<file path="src/rtl/riscy_line_adapter.sv">
// Cache line-fill/writeback responder.
// Splits each 256-bit line request into a 4-beat 64-bit memory burst.
module riscy_line_adapter #(
    parameter int LINE_WIDTH  = 256,
    parameter int BURST_WIDTH = 64,
    parameter int ADDR_WIDTH  = 32
) (
    input  logic                   clk,
    input  logic                   rst,
    input  logic                   line_read,
    input  logic                   line_write,
    input  logic [ADDR_WIDTH-1:0]  line_addr,
    input  logic [LINE_WIDTH-1:0]  line_wdata,
    output logic [LINE_WIDTH-1:0]  line_rdata,
    output logic                   line_resp,
    output logic                   mem_read,
    output logic                   mem_write,
    output logic [ADDR_WIDTH-1:0]  mem_addr,
    output logic [BURST_WIDTH-1:0] mem_wdata,
    input  logic [BURST_WIDTH-1:0] mem_rdata,
    input  logic                   mem_resp
);

    localparam int BEATS = LINE_WIDTH / BURST_WIDTH;
    localparam int CW    = $clog2(BEATS);
    localparam int OFF   = $clog2(LINE_WIDTH / 8);
    localparam logic [ADDR_WIDTH-1:0] OFF_MASK =
        ADDR_WIDTH'((1 << OFF) - 1);
    localparam logic [CW-1:0] LAST = CW'(BEATS - 1);

    typedef enum logic [1:0] {
        IDLE,
        RD_BURST,
        WR_BURST,
        RESP
    } state_t;

    state_t                  state_q, state_d;
    logic [CW-1:0]           cnt_q, cnt_d;
    logic [ADDR_WIDTH-1:0]   addr_q, addr_d;
    logic [LINE_WIDTH-1:0]   wdata_q, wdata_d;
    logic [LINE_WIDTH-1:0]   rdata_q, rdata_d;

    // State and datapath registers; reset discards any partial burst.
    always_ff @(posedge clk) begin
        if (rst) begin
            state_q <= IDLE;
            cnt_q   <= '0;
            addr_q  <= '0;
            wdata_q <= '0;
            rdata_q <= '0;
        end else begin
            state_q <= state_d;
            cnt_q   <= cnt_d;
            addr_q  <= addr_d;
            wdata_q <= wdata_d;
            rdata_q <= rdata_d;
        end
    end

    // Next state: writes win over reads when both are requested.
    always_comb begin
        state_d = state_q;
        unique case (state_q)
            IDLE: begin
                if (line_write) begin
                    state_d = WR_BURST;
                end else if (line_read) begin
                    state_d = RD_BURST;
                end
            end
            RD_BURST, WR_BURST: begin
                if (mem_resp && cnt_q == LAST) begin
                    state_d = RESP;
                end
            end
            RESP: state_d = IDLE;
            default: state_d = IDLE;
        endcase
    end

    // Datapath: latch request on accept, collect/advance beats on mem_resp.
    always_comb begin
        cnt_d   = cnt_q;
        addr_d  = addr_q;
        wdata_d = wdata_q;
        rdata_d = rdata_q;
        unique case (state_q)
            IDLE: begin
                if (line_write || line_read) begin
                    addr_d  = line_addr & ~OFF_MASK;
                    wdata_d = line_wdata;
                    cnt_d   = '0;
                end
            end
            RD_BURST: begin
                if (mem_resp) begin
                    rdata_d[cnt_q*BURST_WIDTH +: BURST_WIDTH] = mem_rdata;
                    cnt_d = cnt_q + 1'b1;
                end
            end
            WR_BURST: begin
                if (mem_resp) begin
                    cnt_d = cnt_q + 1'b1;
                end
            end
            default: ;
        endcase
    end

    // Outputs decoded from state; write beat selected by the counter.
    always_comb begin
        mem_read   = (state_q == RD_BURST);
        mem_write  = (state_q == WR_BURST);
        line_resp  = (state_q == RESP);
        mem_addr   = addr_q;
        line_rdata = rdata_q;
        mem_wdata  = '0;
        if (state_q == WR_BURST) begin
            mem_wdata = wdata_q[cnt_q*BURST_WIDTH +: BURST_WIDTH];
        end
    end

endmodule

</file>
<file path="config.mk">
export PLATFORM = sky130hd
export DESIGN_NAME = riscy_line_adapter
export DESIGN_NICKNAME = d
export VERILOG_FILES = /design/src/rtl/riscy_line_adapter.sv
export SDC_FILE = /design/constraint.sdc
export NUM_CORES = 1
export LEC_CHECK = 0
export ABC_AREA = 1
export CORE_AREA = 2 2 278 280
export DETAILED_ROUTE_END_ITERATION = 7
export DIE_AREA = 0 0 280 282
export HOLD_SLACK_MARGIN = 0.03
export PLACE_DENSITY_LB_ADDON = 0.1
export SLEW_MARGIN = 20
export SYNTH_ARGS = -nofsm -noshare
export SYNTH_HDL_FRONTEND = slang
export SYNTH_SLANG_ARGS = --single-unit
export TNS_END_PERCENT = 20
</file>
<file path="constraint.sdc">
create_clock -name clk -period 3.6 [get_ports clk]
set_input_delay 0.36 -clock clk [delete_from_list [all_inputs] [get_ports clk]]
set_output_delay 0.36 -clock clk [all_outputs]
set_load 0.005 [all_outputs]
</file>
==> results of run 1 <==
[cell usage after synthesis, types with 7 or more instances]
cell / n
nand3_1: 60
o21a_1: 32
o21ai_0: 446
nand3b_1: 9
clkbuf_1: 157
buf_4: 13
nand2_1: 452
inv_1: 111
dfxtp_1: 543
buf_1: 20
ha_1: 11
buf_2: 59
nor2_1: 883
nor3_2: 49
buf_6: 7
a21oi_1: 292
[routing by layer]
layer / vias up / wire (um)
li1: 11300 / -
met1: 10100 / 36500
met2: 583 / 44300
met3: 144 / 6140
met4: 26 / 2710
met5: - / 173
[where the power goes]
| group | switching [W] | total (W) | internal (W) |
|---|---|---|---|
| logic | 0.00477 | 0.00744 | 0.00267 |
| clock network | 0.00272 | 0.00663 | 0.00391 |
| registers | 0.000574 | 0.00779 | 0.00722 |
| total | 0.00807 | 0.0219 | 0.0138 |
[cells by family after synthesis]
family,after synthesis,share of synthesized area
other,1,0.000167
adder cells (fa/ha/maj),11,0.00613
buffers and inverters,373,0.0702
flip-flops,543,0.484
AO/OA/AOI/OAI,771,0.176
AND/OR/NAND/NOR,1461,0.264
[final cells by class]
class	count	share of cell area
flip-flops and latches	543	0.336
multi-input cells	2248	0.312
repair buffers	744	0.233
clock buffers	97	0.0603
well taps	978	0.0379
inverters	115	0.0140
clock inverters	17	0.00561
diodes	14	0.00108
[metrics by stage]
stage          std cells   util
6_report            4756  0.427
3_5_place_dp        4627  0.398
2_1_floorplan       3164      -
3_3_place_gp        4627  0.398
4_1_cts             4741  0.426
5_1_grt             4753  0.427
[path summary, 6_finish.rpt]
check / from / to / slack [ns] / cells past startpoint
worst max-delay path: cnt_q[0] / mem_wdata[18] / 0.31 / 7
worst max register to register: cnt_q[0] / line_rdata[15] / 1.03 / 8
worst min-delay path: rst / line_rdata[62] / 0.27 / 2
worst min register to register: line_rdata[100] / line_rdata[100] / 0.46 / 2
[sequential cells by signal, summed over array words and instances, names as in the netlist]
signal	flops
mem_addr	27
wdata_q	256
cnt_q	2
state_q	2
line_rdata	256
==> summary.md, run 1 <==
| Metric | Value |
|---|---|
| Status | finished clean |
| Commonest non-fill, non-tap cell in the layout | nor2_1 |
| Fill cells | 7,962 |
| Cell family with most CP delay | buffers and inverters |
| Synth area leader | dfxtp_1 |
| Most frequent cells in the layout | 883 x nor2_1, 700 x clkdlybuf4s50_1, 541 x dfxtp_1, 452 x nand2_1, 446 x o21ai_0 |
| Initial DRC count | 1,266 |
| Ys flop type | dfxtp_1 |
| Crit-path slowest cell | clkdlybuf4s50_1 |
| Worst-margin pin slew | 0.945 ns |
| Tmin final | 3.29 ns |
| CTS buffer count | 66 |
| Detailed placement HPWL | 59,900 um |
| Cell Area, Placed | 0.0301 sq mm |
| Crit Path Max Fanout | 100 |
| Total design power | 0.0219 W |
| First-pass GRT wire length | 132,000 um |
| Worst clock skew | 0.0251 ns |
| GRT Total Usage | 0.218 |
| Via density per instance | 4.65 |
| Met3 usage | 0.0636 |
| Max incr delay on CP | 0.54 ns |
| Layout cell share with drive strength beyond 1 | 0.0563 |
| Antenna violations before repair | 27 |
| Setup-violating endpoint count in the final report | 0 |
| Vias in the first global route | 21,000 |
| Buffers on Ports | 701 |
| Drt first pass iters | 5 |
| Synth unique cells | 23 |
| Hold violation total from the final report | 0 |
| Post-CTS Setup Inserts | 0 |
| Die Ht | 282 um |
| RSZ-0062 raised after global routing | no |
| Area occupied by multi-input gates | 0.0101 sq mm |
| CP Class | flop to primary output |
| WP data required | 3.24 ns |
| Remaining antenna violation count after routing | 0 |
| Final wirelength | 89,800 um |
| Routed length per instance | 18.9 um |
| Pin count of the biggest net entering global routing | 284 |
| Global-route met2 utilization | 0.375 |
| Synthesized flop and latch total | 543 |
| Cts hold-fix bufs | 0 |
| Die W | 280 um |
| Leakage | 12.2 nW |
| Worst skew pair latency | 0.60 ns |
| Global route hottest layer | met2 |
| Area Growth Syn to Fin | 43.9% |
| Fraction of registers with async set/reset | 0 |
| CTS resizes | 0 |
| Buffer depth of the longest clock path | 3 |
| Via count | 22,100 |
| Worst VDD drop | 0.000454 V |
| CTS tree | built |
| Setup WS post-layout | 0.314 ns |
| H-Tree Depth | 3 |
| Ports | 712 |
| Synth Cell Area | 0.0225 sq mm |
| Total power per unit cell area | 676 mW/mm^2 |
| Crit path launch type | flop |
| Yosys top cell area share | 0.484 |
| Maxcap violations | 0 |
| Setup TNS | 0 ns |
| Site row count | 101 |
| Warnings, synthesis | 0 |
| Reg clk slew, reported paths | 0.06 ns |
| Clock sink count | 543 |
| Area contributors post-synth | dfxtp_1 48%, nor2_1 15%, o21ai_0 9.9%, nand2_1 7.6%, a21oi_1 6.5% |
| Root buffer cell | clkbuf_16 |
| Drt drc | 0 |
| Crit. End Element | primary output |
| Final period util | 0.913 |
| Area of the die | 0.0790 sq mm |
| FMAX | 304 MHz |
| Congestion Overflow GR | 0 |
| Critical path arrival | 2.93 ns |
| Dpl ws | 0.826 ns |
| Initial Util | 0.297 |
| Rel. slew slack | 0.370 |
| Register Area | 0.0109 sq mm |
| Crit path cell chain | buf_12 > buf_12 > nor2_1 > nor2_1 > o21ai_0 > a21oi_1 > clkdlybuf4s50_1 |
| Synth Area per Inst | 7.11 sq um |
| WP buf/inv | 3 |
| Met1 usage | 0.255 |
| Cells after synthesis | 3,160 |
| NumNets Final | 4,086 |
| Cell area after layout | 0.0323 sq mm |
| Seq/Total Area, Yosys | 0.484 |
| Hold WS | 0.273 ns |
| Number of enable flip-flop cells after synthesis | 0 |
| Pins Over Slew Limit | 0 |
| Placeable Area | 0.0757 sq mm |
| Worst min-delay path category | input pin to flop |
| Global placement routability congestion | 0.806 |
Power figures use the tool's default switching activity.
==> run 2, diff against run 1 <==
==> constraint.sdc (replaced) <==
create_clock -name clk -period 3.4 [get_ports clk]
set_input_delay 0.34 -clock clk [delete_from_list [all_inputs] [get_ports clk]]
set_output_delay 0.34 -clock clk [all_outputs]
set_load 0.005 [all_outputs]
==> run 2 against run 1 <==
Clock skew decreased by 0.0099 ns. Sequential share of layout area is 0.12 points lower. Worst setup slack got worse by 0.083 ns. Wire length up 0.49%. Flip-flop and latch count stayed put. Clock-buffer cell count grew 1. Register-to-register slack worse by 0.22 ns. Hold slack got worse by 0.18 ns. Critical path depth decreased by 3. Via count increased by 0.38%. Largest power group unchanged.
==> summary.md, run 2 (synthesis gave the netlist of run 1 again) <==
| Metric | Value |
|---|---|
| Area occupied by multi-input gates | 0.0101 sq mm |
| Layout cell share with drive strength beyond 1 | 0.0591 |
| Ports | 712 |
| Critical path arrival | 2.83 ns |
| Worst clock skew | 0.0152 ns |
| Final wirelength | 90,200 um |
| Pins Over Slew Limit | 0 |
| Cell Area, Placed | 0.0302 sq mm |
| Placeable Area | 0.0757 sq mm |
| Site row count | 101 |
| RSZ-0062 raised after global routing | no |
| NumNets Final | 4,094 |
| Status | finished clean |
| Worst VDD drop | 0.000559 V |
| Cell family with most CP delay | buffers and inverters |
| Congestion Overflow GR | 0 |
| CTS resizes | 0 |
| Rel. slew slack | 0.393 |
| Die W | 280 um |
| Total design power | 0.0233 W |
| Via count | 22,200 |
| Die Ht | 282 um |
| Reg clk slew, reported paths | 0.06 ns |
| Initial DRC count | 1,230 |
| Drt drc | 0 |
| Root buffer cell | clkbuf_16 |
| Detailed placement HPWL | 60,600 um |
| Hold WS | 0.0893 ns |
| Total power per unit cell area | 719 mW/mm^2 |
| WP buf/inv | 2 |
| Setup-violating endpoint count in the final report | 0 |
| Crit path launch type | flop |
| Buffers on Ports | 701 |
| Initial Util | 0.297 |
| Area of the die | 0.0790 sq mm |
| Worst-margin pin slew | 0.910 ns |
| H-Tree Depth | 3 |
| Final period util | 0.932 |
| FMAX | 316 MHz |
| Buffer depth of the longest clock path | 3 |
| Cts hold-fix bufs | 0 |
| Crit-path slowest cell | clkdlybuf4s50_1 |
| Cell area after layout | 0.0324 sq mm |
| Commonest non-fill, non-tap cell in the layout | nor2_1 |
| CTS tree | built |
| Remaining antenna violation count after routing | 0 |
| GRT Total Usage | 0.219 |
| Maxcap violations | 0 |
| Worst min-delay path category | input pin to flop |
| Register Area | 0.0109 sq mm |
| Tmin final | 3.17 ns |
| Area Growth Syn to Fin | 44.4% |
| Max incr delay on CP | 0.63 ns |
| Most frequent cells in the layout | 883 x nor2_1, 700 x clkdlybuf4s50_1, 541 x dfxtp_1, 452 x nand2_1, 446 x o21ai_0 |
| Crit Path Max Fanout | 70 |
| Crit path cell chain | inv_6 > o21ai_0 > a21oi_1 > clkdlybuf4s50_1 |
| Drt first pass iters | 5 |
| Global placement routability congestion | 0.809 |
| Routed length per instance | 18.9 um |
| First-pass GRT wire length | 133,000 um |
| Via density per instance | 4.66 |
| Final design utilization | 0.429 |
| Leakage | 12.2 nW |
| WP data required | 3.06 ns |
| Post-CTS Setup Inserts | 0 |
| Setup TNS | 0 ns |
| Vias in the first global route | 21,300 |
| Hold violation total from the final report | 0 |
| Pin count of the biggest net entering global routing | 127 |
| CTS buffer count | 66 |
| Fill cells | 7,987 |
| Worst skew pair latency | 0.60 ns |
| Antenna violations before repair | 24 |
| Clock sink count | 543 |
| Crit. End Element | primary output |
| CP Class | flop to primary output |
[run 2: power by group]
group / switching (W) / total (W) / internal (W)
Clock: 0.00289 / 0.00712 / 0.00423
Sequential: 0.000633 / 0.00828 / 0.00764
Combinational: 0.00508 / 0.00794 / 0.00286
[run 2: layout make-up]
| class | count | area share |
|---|---|---|
| well taps | 978 | 0.0377 |
| clock buffers | 98 | 0.0615 |
| diodes | 12 | 0.000926 |
| multi-input cells | 2248 | 0.311 |
| repair buffers | 752 | 0.234 |
| inverters | 115 | 0.0139 |
| flip-flops and latches | 543 | 0.335 |
| clock inverters | 17 | 0.00548 |
[run 2: final timing paths]
check | from | to | slack (ns) | cells after the start
setup / recovery | cnt_q[0] | mem_wdata[54] | 0.23 | 4
hold reg to reg | line_rdata[252] | line_rdata[252] | 0.46 | 2
setup reg to reg | cnt_q[0] | line_rdata[35] | 0.81 | 9
hold / removal | rst | line_rdata[251] | 0.09 | 2
[run 2: stage by stage]
stage	setup WS, ns	instances
finish	0.231	4763
global route	0.0678	4759
CTS	0.166	4751
detailed placement	0.747	4636
global placement	0.750	4636
floorplan	1.27	3164
[run 2: routing by layer]
metal,up-vias,share of wire,global-route usage
li1,11300,-,-
met1,10200,0.41,0.256
met2,601,0.49,0.384
met3,136,0.072,0.0634
met4,26,0.024,0.0717
met5,-,0.0019,0
[run 2: worst register-to-register path: stages (launching register included)]
cell and delay (ns):
dfxtp_4 0.46, inv_6 0.46, ha_1 0.30, nand3_2 0.07, buf_4 0.23, inv_2 0.47
buf_12 0.27, o21ai_0 0.12, nand2_1 0.08, inv_1 0.03
